==> src/rtl/cpu_pkg.sv <==
// Shared definitions for the RAM arbiter: port indices, FSM encoding, size codes, operand bundle.
// Latency: n/a (types and constants only).
// Backpressure: n/a.
package cpu_pkg;

    // Requester port indices; PORT_NONE doubles as the idle grant value.
    localparam logic [1:0] PORT_TRAP  = 2'd0;
    localparam logic [1:0] PORT_DATA  = 2'd1;
    localparam logic [1:0] PORT_FETCH = 2'd2;
    localparam logic [1:0] PORT_NONE  = 2'd3;

    typedef enum logic [1:0] {
        ARB_IDLE  = 2'd0,
        ARB_ISSUE = 2'd1,
        ARB_WAIT  = 2'd2,
        ARB_DONE  = 2'd3
    } arb_state_t;

    // RAM access size codes (2'b10 is unused by the RAM).
    localparam logic [1:0] SIZE_BYTE = 2'b00;
    localparam logic [1:0] SIZE_HALF = 2'b01;
    localparam logic [1:0] SIZE_WORD = 2'b11;

    // Vector fetched by the trap unit on overflow.
    localparam logic [8:0] TRAP_OVF_ADDR = 9'd448;

    // One requester's operands as captured at grant time.
    typedef struct packed {
        logic        rw;
        logic [1:0]  size;
        logic [8:0]  addr;
        logic [31:0] wdata;
    } ram_op_t;

    // Completion strobe vector for a grant index; idle grant strobes nothing.
    function automatic logic [2:0] port_onehot(input logic [1:0] p);
        logic [2:0] oh;
        oh = 3'b000;
        case (p)
            PORT_TRAP:  oh = 3'b001;
            PORT_DATA:  oh = 3'b010;
            PORT_FETCH: oh = 3'b100;
            default:    oh = 3'b000;
        endcase
        return oh;
    endfunction

endpackage

==> src/rtl/arb_priority.sv <==
// Grant picker: trap has fixed top priority; data and fetch alternate via a one-bit pointer.
// Latency: combinational, zero cycles.
// Backpressure: none; the caller only consults it while idle.
//   req       : per-port request (0 trap, 1 data, 2 fetch)
//   ptr_fetch : 1 = fetch wins a data/fetch tie, 0 = data wins
//   grant_idx : winning port index, PORT_NONE when nothing requests
//   grant_vld : a port was selected
import cpu_pkg::*;

module arb_priority (
    input  logic [2:0] req,
    input  logic       ptr_fetch,
    output logic [1:0] grant_idx,
    output logic       grant_vld
);

    always_comb begin
        grant_idx = PORT_NONE;
        grant_vld = 1'b0;
        if (req[0]) begin
            grant_idx = PORT_TRAP;
            grant_vld = 1'b1;
        end else if (req[1] && req[2]) begin
            grant_idx = ptr_fetch ? PORT_FETCH : PORT_DATA;
            grant_vld = 1'b1;
        end else if (req[1]) begin
            grant_idx = PORT_DATA;
            grant_vld = 1'b1;
        end else if (req[2]) begin
            grant_idx = PORT_FETCH;
            grant_vld = 1'b1;
        end
    end

endmodule

==> src/rtl/ram_arbiter.sv <==
// Shares one 512-byte RAM between trap, data and fetch requesters over the MFA/MFC handshake.
// Latency: request sampled in IDLE -> reqMFC in the DONE cycle, 3 edges + one per RAM wait cycle.
// Backpressure: requesters hold reqMFA until reqMFC; a watchdog ends accesses the RAM never acknowledges.
//   Clk, reset                        : clock, async active-low reset
//   reqMFA/reqRW/reqDataSizeN/
//   reqAddressN/reqDataInN            : per-port request and operands
//   reqMFC, reqDataOut, busError      : per-port completion, shared read data, timeout flag
//   grant                             : owning port, 2'b11 when idle
//   ram*                              : RAM-side strobe, operands and completion
import cpu_pkg::*;

module ram_arbiter #(
    parameter int TIMEOUT = 15
) (
    input  logic        Clk,
    input  logic        reset,
    input  logic [2:0]  reqMFA,
    input  logic [2:0]  reqRW,
    input  logic [1:0]  reqDataSize0,
    input  logic [1:0]  reqDataSize1,
    input  logic [1:0]  reqDataSize2,
    input  logic [8:0]  reqAddress0,
    input  logic [8:0]  reqAddress1,
    input  logic [8:0]  reqAddress2,
    input  logic [31:0] reqDataIn0,
    input  logic [31:0] reqDataIn1,
    input  logic [31:0] reqDataIn2,
    output logic [2:0]  reqMFC,
    output logic [31:0] reqDataOut,
    output logic        busError,
    output logic [1:0]  grant,
    output logic        ramMFA,
    output logic        ramRW,
    output logic [1:0]  ramDataSize,
    output logic [8:0]  ramAddress,
    output logic [31:0] ramDataIn,
    input  logic [31:0] ramDataOut,
    input  logic        ramMFC
);

    localparam logic [7:0] WD_LIMIT = 8'(TIMEOUT);

    arb_state_t state_q;
    arb_state_t state_d;
    logic [7:0] wd_q;
    logic       ptr_fetch_q;

    logic [1:0] pick_idx;
    logic       pick_vld;
    ram_op_t    pick_op;

    logic       wait_ok;
    logic       wait_tmo;

    arb_priority u_pick (
        .req       (reqMFA),
        .ptr_fetch (ptr_fetch_q),
        .grant_idx (pick_idx),
        .grant_vld (pick_vld)
    );

    // Operand mux for the port the picker chose.
    always_comb begin
        pick_op = '0;
        case (pick_idx)
            PORT_TRAP:  pick_op = '{rw: reqRW[0], size: reqDataSize0, addr: reqAddress0, wdata: reqDataIn0};
            PORT_DATA:  pick_op = '{rw: reqRW[1], size: reqDataSize1, addr: reqAddress1, wdata: reqDataIn1};
            PORT_FETCH: pick_op = '{rw: reqRW[2], size: reqDataSize2, addr: reqAddress2, wdata: reqDataIn2};
            default:    pick_op = '0;
        endcase
    end

    // Next-state logic. A RAM acknowledge on the watchdog's last cycle is
    // still a success, so the acknowledge is tested before the timeout.
    always_comb begin
        state_d  = state_q;
        wait_ok  = 1'b0;
        wait_tmo = 1'b0;
        case (state_q)
            ARB_IDLE: begin
                if (pick_vld) begin
                    state_d = ARB_ISSUE;
                end
            end
            ARB_ISSUE: begin
                state_d = ARB_WAIT;
            end
            ARB_WAIT: begin
                if (ramMFC) begin
                    wait_ok = 1'b1;
                    state_d = ARB_DONE;
                end else if ((wd_q + 8'd1) == WD_LIMIT) begin
                    wait_tmo = 1'b1;
                    state_d  = ARB_DONE;
                end
            end
            ARB_DONE: begin
                state_d = ARB_IDLE;
            end
            default: begin
                state_d = ARB_IDLE;
            end
        endcase
    end

    always_ff @(posedge Clk or negedge reset) begin
        if (!reset) begin
            state_q <= ARB_IDLE;
        end else begin
            state_q <= state_d;
        end
    end

    // Datapath. Completion outputs are loaded on the WAIT->DONE edge so they
    // are visible for exactly the DONE cycle; requests arriving during DONE
    // are never sampled because only IDLE consults the picker.
    always_ff @(posedge Clk or negedge reset) begin
        if (!reset) begin
            grant       <= PORT_NONE;
            ramMFA      <= 1'b0;
            ramRW       <= 1'b0;
            ramDataSize <= SIZE_BYTE;
            ramAddress  <= '0;
            ramDataIn   <= '0;
            reqMFC      <= '0;
            reqDataOut  <= '0;
            busError    <= 1'b0;
            wd_q        <= '0;
            ptr_fetch_q <= 1'b0;
        end else begin
            reqMFC   <= '0;
            busError <= 1'b0;
            case (state_q)
                ARB_IDLE: begin
                    if (pick_vld) begin
                        grant       <= pick_idx;
                        ramRW       <= pick_op.rw;
                        ramDataSize <= pick_op.size;
                        ramAddress  <= pick_op.addr;
                        ramDataIn   <= pick_op.wdata;
                    end
                end
                ARB_ISSUE: begin
                    ramMFA <= 1'b1;
                    wd_q   <= '0;
                end
                ARB_WAIT: begin
                    if (wait_ok) begin
                        ramMFA <= 1'b0;
                        reqMFC <= port_onehot(grant);
                        if (ramRW) begin
                            reqDataOut <= ramDataOut;
                        end
                    end else if (wait_tmo) begin
                        ramMFA     <= 1'b0;
                        reqMFC     <= port_onehot(grant);
                        busError   <= 1'b1;
                        reqDataOut <= '0;
                    end else begin
                        wd_q <= wd_q + 8'd1;
                    end
                end
                ARB_DONE: begin
                    // Round-robin hand-off between data and fetch; trap leaves it alone.
                    if (grant == PORT_DATA) begin
                        ptr_fetch_q <= 1'b1;
                    end else if (grant == PORT_FETCH) begin
                        ptr_fetch_q <= 1'b0;
                    end
                    grant <= PORT_NONE;
                end
                default: begin
                    grant <= PORT_NONE;
                end
            endcase
        end
    end

endmodule

==> config.mk <==
export PLATFORM = sky130hd
export DESIGN_NAME = ram_arbiter
export DESIGN_NICKNAME = d
export VERILOG_FILES = /design/src/rtl/cpu_pkg.sv /design/src/rtl/arb_priority.sv /design/src/rtl/ram_arbiter.sv
export SDC_FILE = /design/constraint.sdc
export NUM_CORES = 1
export LEC_CHECK = 0
export CAP_MARGIN = 20
export CORE_MARGIN = 2
export CORE_UTILIZATION = 25
export CTS_CLUSTER_SIZE = 8
export DETAILED_ROUTE_END_ITERATION = 12
export HOLD_SLACK_MARGIN = 0.03
export SYNTH_ARGS = -nofsm -noshare
export SYNTH_HDL_FRONTEND = slang
export SYNTH_HIERARCHICAL = 1
export SYNTH_SLANG_ARGS = --single-unit
==> constraint.sdc <==
create_clock -name Clk -period 2 [get_ports Clk]
set_input_delay 0.5 -clock Clk [delete_from_list [all_inputs] [get_ports Clk]]
set_output_delay 0.5 -clock Clk [all_outputs]
set_load 0.005 [all_outputs]
=== After elaboration in Yosys (flattened, before gate mapping) ===
Cells that the tools add are included.

* Output and inout port bits: 83
* Bits of input ports: 170
* Logic and storage cells: 81
* Register bits after elaboration: 94

* Eq/ne operators: 14
* Reductions and logical operators: 15
* Mux-type cells: 39
* Add/subtract/negate cells: 1

{| class="wikitable"
|+ Operators by type and width
! cell !! number
|-
| $pmux 44 s3 || 1
|-
| $mux 32 || 3
|-
| $mux 1 || 17
|-
| $mux 2 || 8
|-
| $mux 8 || 2
|-
| $pmux 8 s2 || 1
|-
| $reduce_and 2->1 || 5
|-
| $mux 3 || 3
|-
| $pmux 3 s3 || 1
|-
| $add 8x1->8 const B || 1
|-
| $eq 2x2->1 const B || 4
|-
| $eq 8x4->1 const B || 1
|-
| $ne 2x2->1 const B || 4
|-
| $pmux 2 s4 || 1
|-
| $reduce_bool 2->1 || 4
|-
| $eq 2x1->1 const B || 3
|-
| $logic_not 2->1 || 3
|-
| $ne 3x3->1 const B || 2
|-
| $reduce_and 3->1 || 2
|-
| $pmux 2 s2 || 1
|-
| $pmux 1 s2 || 1
|-
| $logic_and 1x1->1 || 1
|}

=== Depth between registers and ports, before layout ===
* Word-level depth: 8
* Gate-level depth with buffers: 8
* Depth with buffers taken out: 7

=== Cells and area by module ===
The synthesis kept the hierarchy.

{| class="wikitable"
|+ Modules (own cells, without submodules)
! module !! sequential area each (µm²) !! times used !! cells each !! area each (µm²)
|-
| ram_arbiter || 2,354.8 || 1 || 475 || 4,667.0
|-
| arb_priority || 0.0 || 1 || 5 || 26.3
|}

=== Worst setup path after synthesis ===
Ideal clock, no wire load.

* Kind: reg2reg
* Start: register wd_q[1]
* End: register wd_q[2]
* Setup slack: 0.046 ns
* Arrival: 1.827 ns
* Clock period less this slack: 1.954 ns
* Buffers on the path: 1
* Stages on the path, launching flop included: 8
* Data required time: 1.874 ns
* Path through: dfrtp_1 -> ha_1 -> nand3_1 -> or3_4 -> a41oi_2 -> buf_6 -> nand2_2 -> a311o_1

* Longest elaborated chain between the ends: 7
* Elaborated cells on any way between the ends: 10

{| class="wikitable"
|+ Ends and longest elaborated chain
! item !! line !! RTL
|-
| start: declaration || ram_arbiter.sv:45 || <nowiki>logic [7:0] wd_q;</nowiki>
|-
| start signal: assignment || ram_arbiter.sv:160 || <nowiki>wd_q <= wd_q + 8'd1;</nowiki>
|-
| $add 8x1->8 * || ram_arbiter.sv:92, ram_arbiter.sv:160 ||
|-
| $eq 8x4->1 || ram_arbiter.sv:92 || <nowiki>end else if ((wd_q + 8'd1) == WD_LIMIT) begin</nowiki>
|-
| $mux 1 || ram_arbiter.sv:92 ||
|-
| $mux 1 || ram_arbiter.sv:89 || <nowiki>if (ramMFC) begin</nowiki>
|-
| $mux 1 || ram_arbiter.sv:79 || <nowiki>case (state_q)</nowiki>
|-
| $ne 2x2->1 (no source line) || n/a ||
|-
| $reduce_and 3->1 (no source line) || n/a ||
|}

Every way passes the cells marked *; elsewhere a longest branch is shown, timed or not. The select of a mux whose other input is x is not followed.
A chain may end at the register's enable or synchronous reset.

=== Worst setup path after layout ===
Same ends and word-level chain as after synthesis.

==> summary.md <==
| Metric | Value |
|---|---|
| Status | `completed` |
| Register-to-register setup slack | `0.05 ns` |
| Hold Crit Class | `in -> async` |
| Async set-reset flop share out of synthesis | `between 90% and 100%` |
| Register area share after synthesis | `about half` |
| Largest net degree at the start of global routing | `54` |
| Met3 Routed Length | `roughly 840 um` |
| Metal2 WL | `around 8500 um` |
| Fmax achieved | `513 MHz` |
| GPL Wtd Cong | `0.800` |
| Yosys warns | `6` |
| Remaining DRCs | `0` |
| Clock Tree Root | `clkbuf_16` |
| Metal-1 WL | `6470 um` |
| CP Capture Type | `register` |
| Die area | `0.0199 mm2` |
| Router iterations before antenna repair | `4` |
| First-pass GRT wire length | `25300 um` |
| Most common cell in the netlist | `nor2_1` |
| Worst-Skew Late Latency | `0.34 ns` |
| Area after DPL | `0.00776 mm2` |
| Synthesized instance count | `480` |
| Peak supply drop | `roughly 460 uV` |
| Post-DP HPWL | `~12000 um` |
| Post-synth EDFFs | `0` |
| Die width | `141 um` |
| Overflow after GRT | `0` |
| PwrDens | `between 1000 and 1500 mW/mm2` |
| P_leak | `3.52 nW` |
| IO Count | `approximately 250` |
| Final wirelength | `about 16000 um` |
| Synth unique cells | `44` |
| Reg2Reg Launch Point | `wd_q[1]` |
| Vias in the first global route | `between 4000 and 5000` |
| Starting Density | `25.3%` |
| Synthesized area | `0.00469 mm2` |
| Antenna violations before repair | `0` |
| Max H-tree Level | `3` |
| Fin nets | `939` |
| Port Buffers | `252` |
| Syn Nets | `660` |
| Synth-to-Final Area Change | `76.7%` |
| FILL cells | `between 1500 and 2000` |
| Most frequent cells after synthesis | `99 x nor2_1, 96 x a21oi_1, 92 x dfrtp_1` |
| RSZ-0062 raised after global routing | `yes` |
| Rows | `50` |
| Share of layout cells above drive strength 1 | `12.2%` |
| Antenna Cells | `0` |
| Critical path type | `reg -> reg` |
| Max Buffers Root-to-Sink | `2` |
| CTS tree | `built` |
| Max Used Layer | `met4` |
| CTS Sinks | `94` |
| Period minus WS final | `1.95 ns` |
| Vias | `between 4000 and 5000` |
| TritonCTS Buffers | `9` |
| Final WS setup | `slightly below 0.05 ns` |
| Final hold viol count | `0` |
| Top cells by area, synth | `dfrtp_1 49%, a21oi_1 10%, mux2i_1 9.6%` |
| Post-Place Setup Slack | `-0.296 ns` |
| DRT iter0 DRCs | `about 200` |
| CP startpoint kind | `register` |
| Max Cap Viol | `0` |
| Antenna-violating nets left | `0` |
| Core area | `0.0186 mm2` |
| Worst slew pin tran | `0.395 ns` |
| DIE HEIGHT | `141 um` |
| Most common flop cell mapped by yosys | `dfrtp_1` |
| Fin. max-slew vios | `0` |
| Final setup fails | `0` |
| Top cell type's share of synthesized area | `49.1%` |
| Layout Skew | `between 0.005 and 0.006 ns` |
| #FFs+latches synth | `94` |
| Wire length per cell | `16.2 um` |
| CP required | `2.23 ns` |
| Syn_area_per_cell | `9.78 um2` |
| Period utilisation layout | `97.5%` |
| Most area-hungry cell type in the Yosys netlist | `dfrtp_1` |
| Critical path arrival | `2.18 ns` |
| CP Max Fanout | `5` |
| Clk slew on worst S/H paths | `0.06 ns` |
| CP startpoint | `wd_q[1]` |
| Total GRT Usage | `16.1%` |
| Fin area | `0.00829 mm2` |
| Vias per cell | `between 4 and 5` |
| Worst rel slew slack | `73.7%` |
where the power goes:
group	leakage [nW]	internal, mW	total, mW	switching, mW
Sequential	1.13	2.78	3.29	0.513
Combinational	2.22	2.81	4.86	2.05
Clock	0.166	1.26	1.99	0.727
logic make-up (layout without fill, tap and decap cells):
kind of cell,count (synthesis),in the layout,synth area share (%)
AND/OR/NAND/NOR,136,136,12.9
flip-flops,94,94,50.2
XOR/XNOR,2,2,0.373
adder cells (fa/ha/maj),10,10,2.67
buffers and inverters,47,330,4.67
AO/OA/AOI/OAI,144,145,19.1
multiplexers,47,47,10.1
state kept, by name, summed over array words and instances, names as in the netlist:
| name | cells |
|---|---|
| busError | 1 |
| grant | 2 |
| ptr_fetch_q | 1 |
| ramAddress | 9 |
| ramDataIn | 32 |
| ramDataSize | 2 |
| ramMFA | 1 |
| ramRW | 1 |
| reqDataOut | 32 |
| reqMFC | 3 |
| state_q | 2 |
| wd_q | 8 |
area by class of cell:
cell class | count | area (um2) | area share (%)
clock buffers | 11 | 243 | 2.93
clock inverters | 5 | 106 | 1.28
repair buffers | 303 | 3030 | 36.5
inverters | 11 | 41.3 | 0.498
multi-input cells | 340 | 2230 | 26.9
flip-flops and latches | 94 | 2350 | 28.4
well taps | 234 | 293 | 3.53
path summary, 6_finish.rpt:
check / to / cells after the start
setup / recovery: wd_q[2] / 7
hold reg to reg: reqDataOut[7] / 1
min in group Clk: reqDataOut[7] / 1
setup reg to reg: wd_q[2] / 7
max in group asynchronous: ramDataIn[3] / 2
hold / removal: ramAddress[7] / 1
per-stage QoR:
stage / hold WS (ns) / setup TNS (ns) / utilization, % / std cells / power (mW)
after floorplan: 0.204 / 0 / - / 480 / 5.27
after global placement: 0.456 / -16.97 / 41.8 / 970 / 7.94
after detailed placement: 0.465 / -19.23 / 41.8 / 970 / 8.06
after CTS: 0.0901 / 0 / 44.0 / 991 / 10.2
after global routing: 0.0942 / -0.00992 / 44.6 / 998 / 10.8
final: 0.0780 / 0 / 44.6 / 998 / 10.1
layout by cell type (no fill, tap or decap), types with 2 or more instances in the layout:
cell and instances:
inv_1 10, o22ai_1 4, a311o_1 2, nor2_1 98
buf_4 42, mux2i_2 3, a22o_1 32, buf_12 8
mux2_2 2, clkbuf_16 9, mux2i_1 42, a21oi_4 4
a21oi_1 93, nand2_2 2, nand4b_1 3, bufinv_16 3
nand3_1 3, nand2_1 7, nor2b_1 4, dfstp_2 2
clkdlybuf4s50_1 251, o221ai_1 2, dfrtp_1 92, ha_1 9
nor3b_1 4
worst max-delay path: stages (launching register included):
cell and delay [ns]:
dfrtp_1 0.40, ha_4 0.17, nand3_2 0.07, or3_4 0.35, buf_6 0.13, a41oi_4 0.30
nand2_2 0.07, a311o_1 0.34
routing by layer:
metal	vias to the layer above	track usage (%)
li1	2248	-
met5	-	0
met2	128	29.2
met4	0	6.16
met1	2202	18.7
met3	19	3.33
what timing repair did:
| action | 4_1_cts | 5_1_grt |
|---|---|---|
| gates resized for setup | 4 | 13 |
| setup endpoints to repair | 37 | 49 |
| hold buffers | 0 | 0 |
| setup buffers | 4 | 7 |
| pin swaps | 3 | 4 |
| gates cloned | 1 | 0 |
No activity file was read; power rests on OpenSTA's default activity.
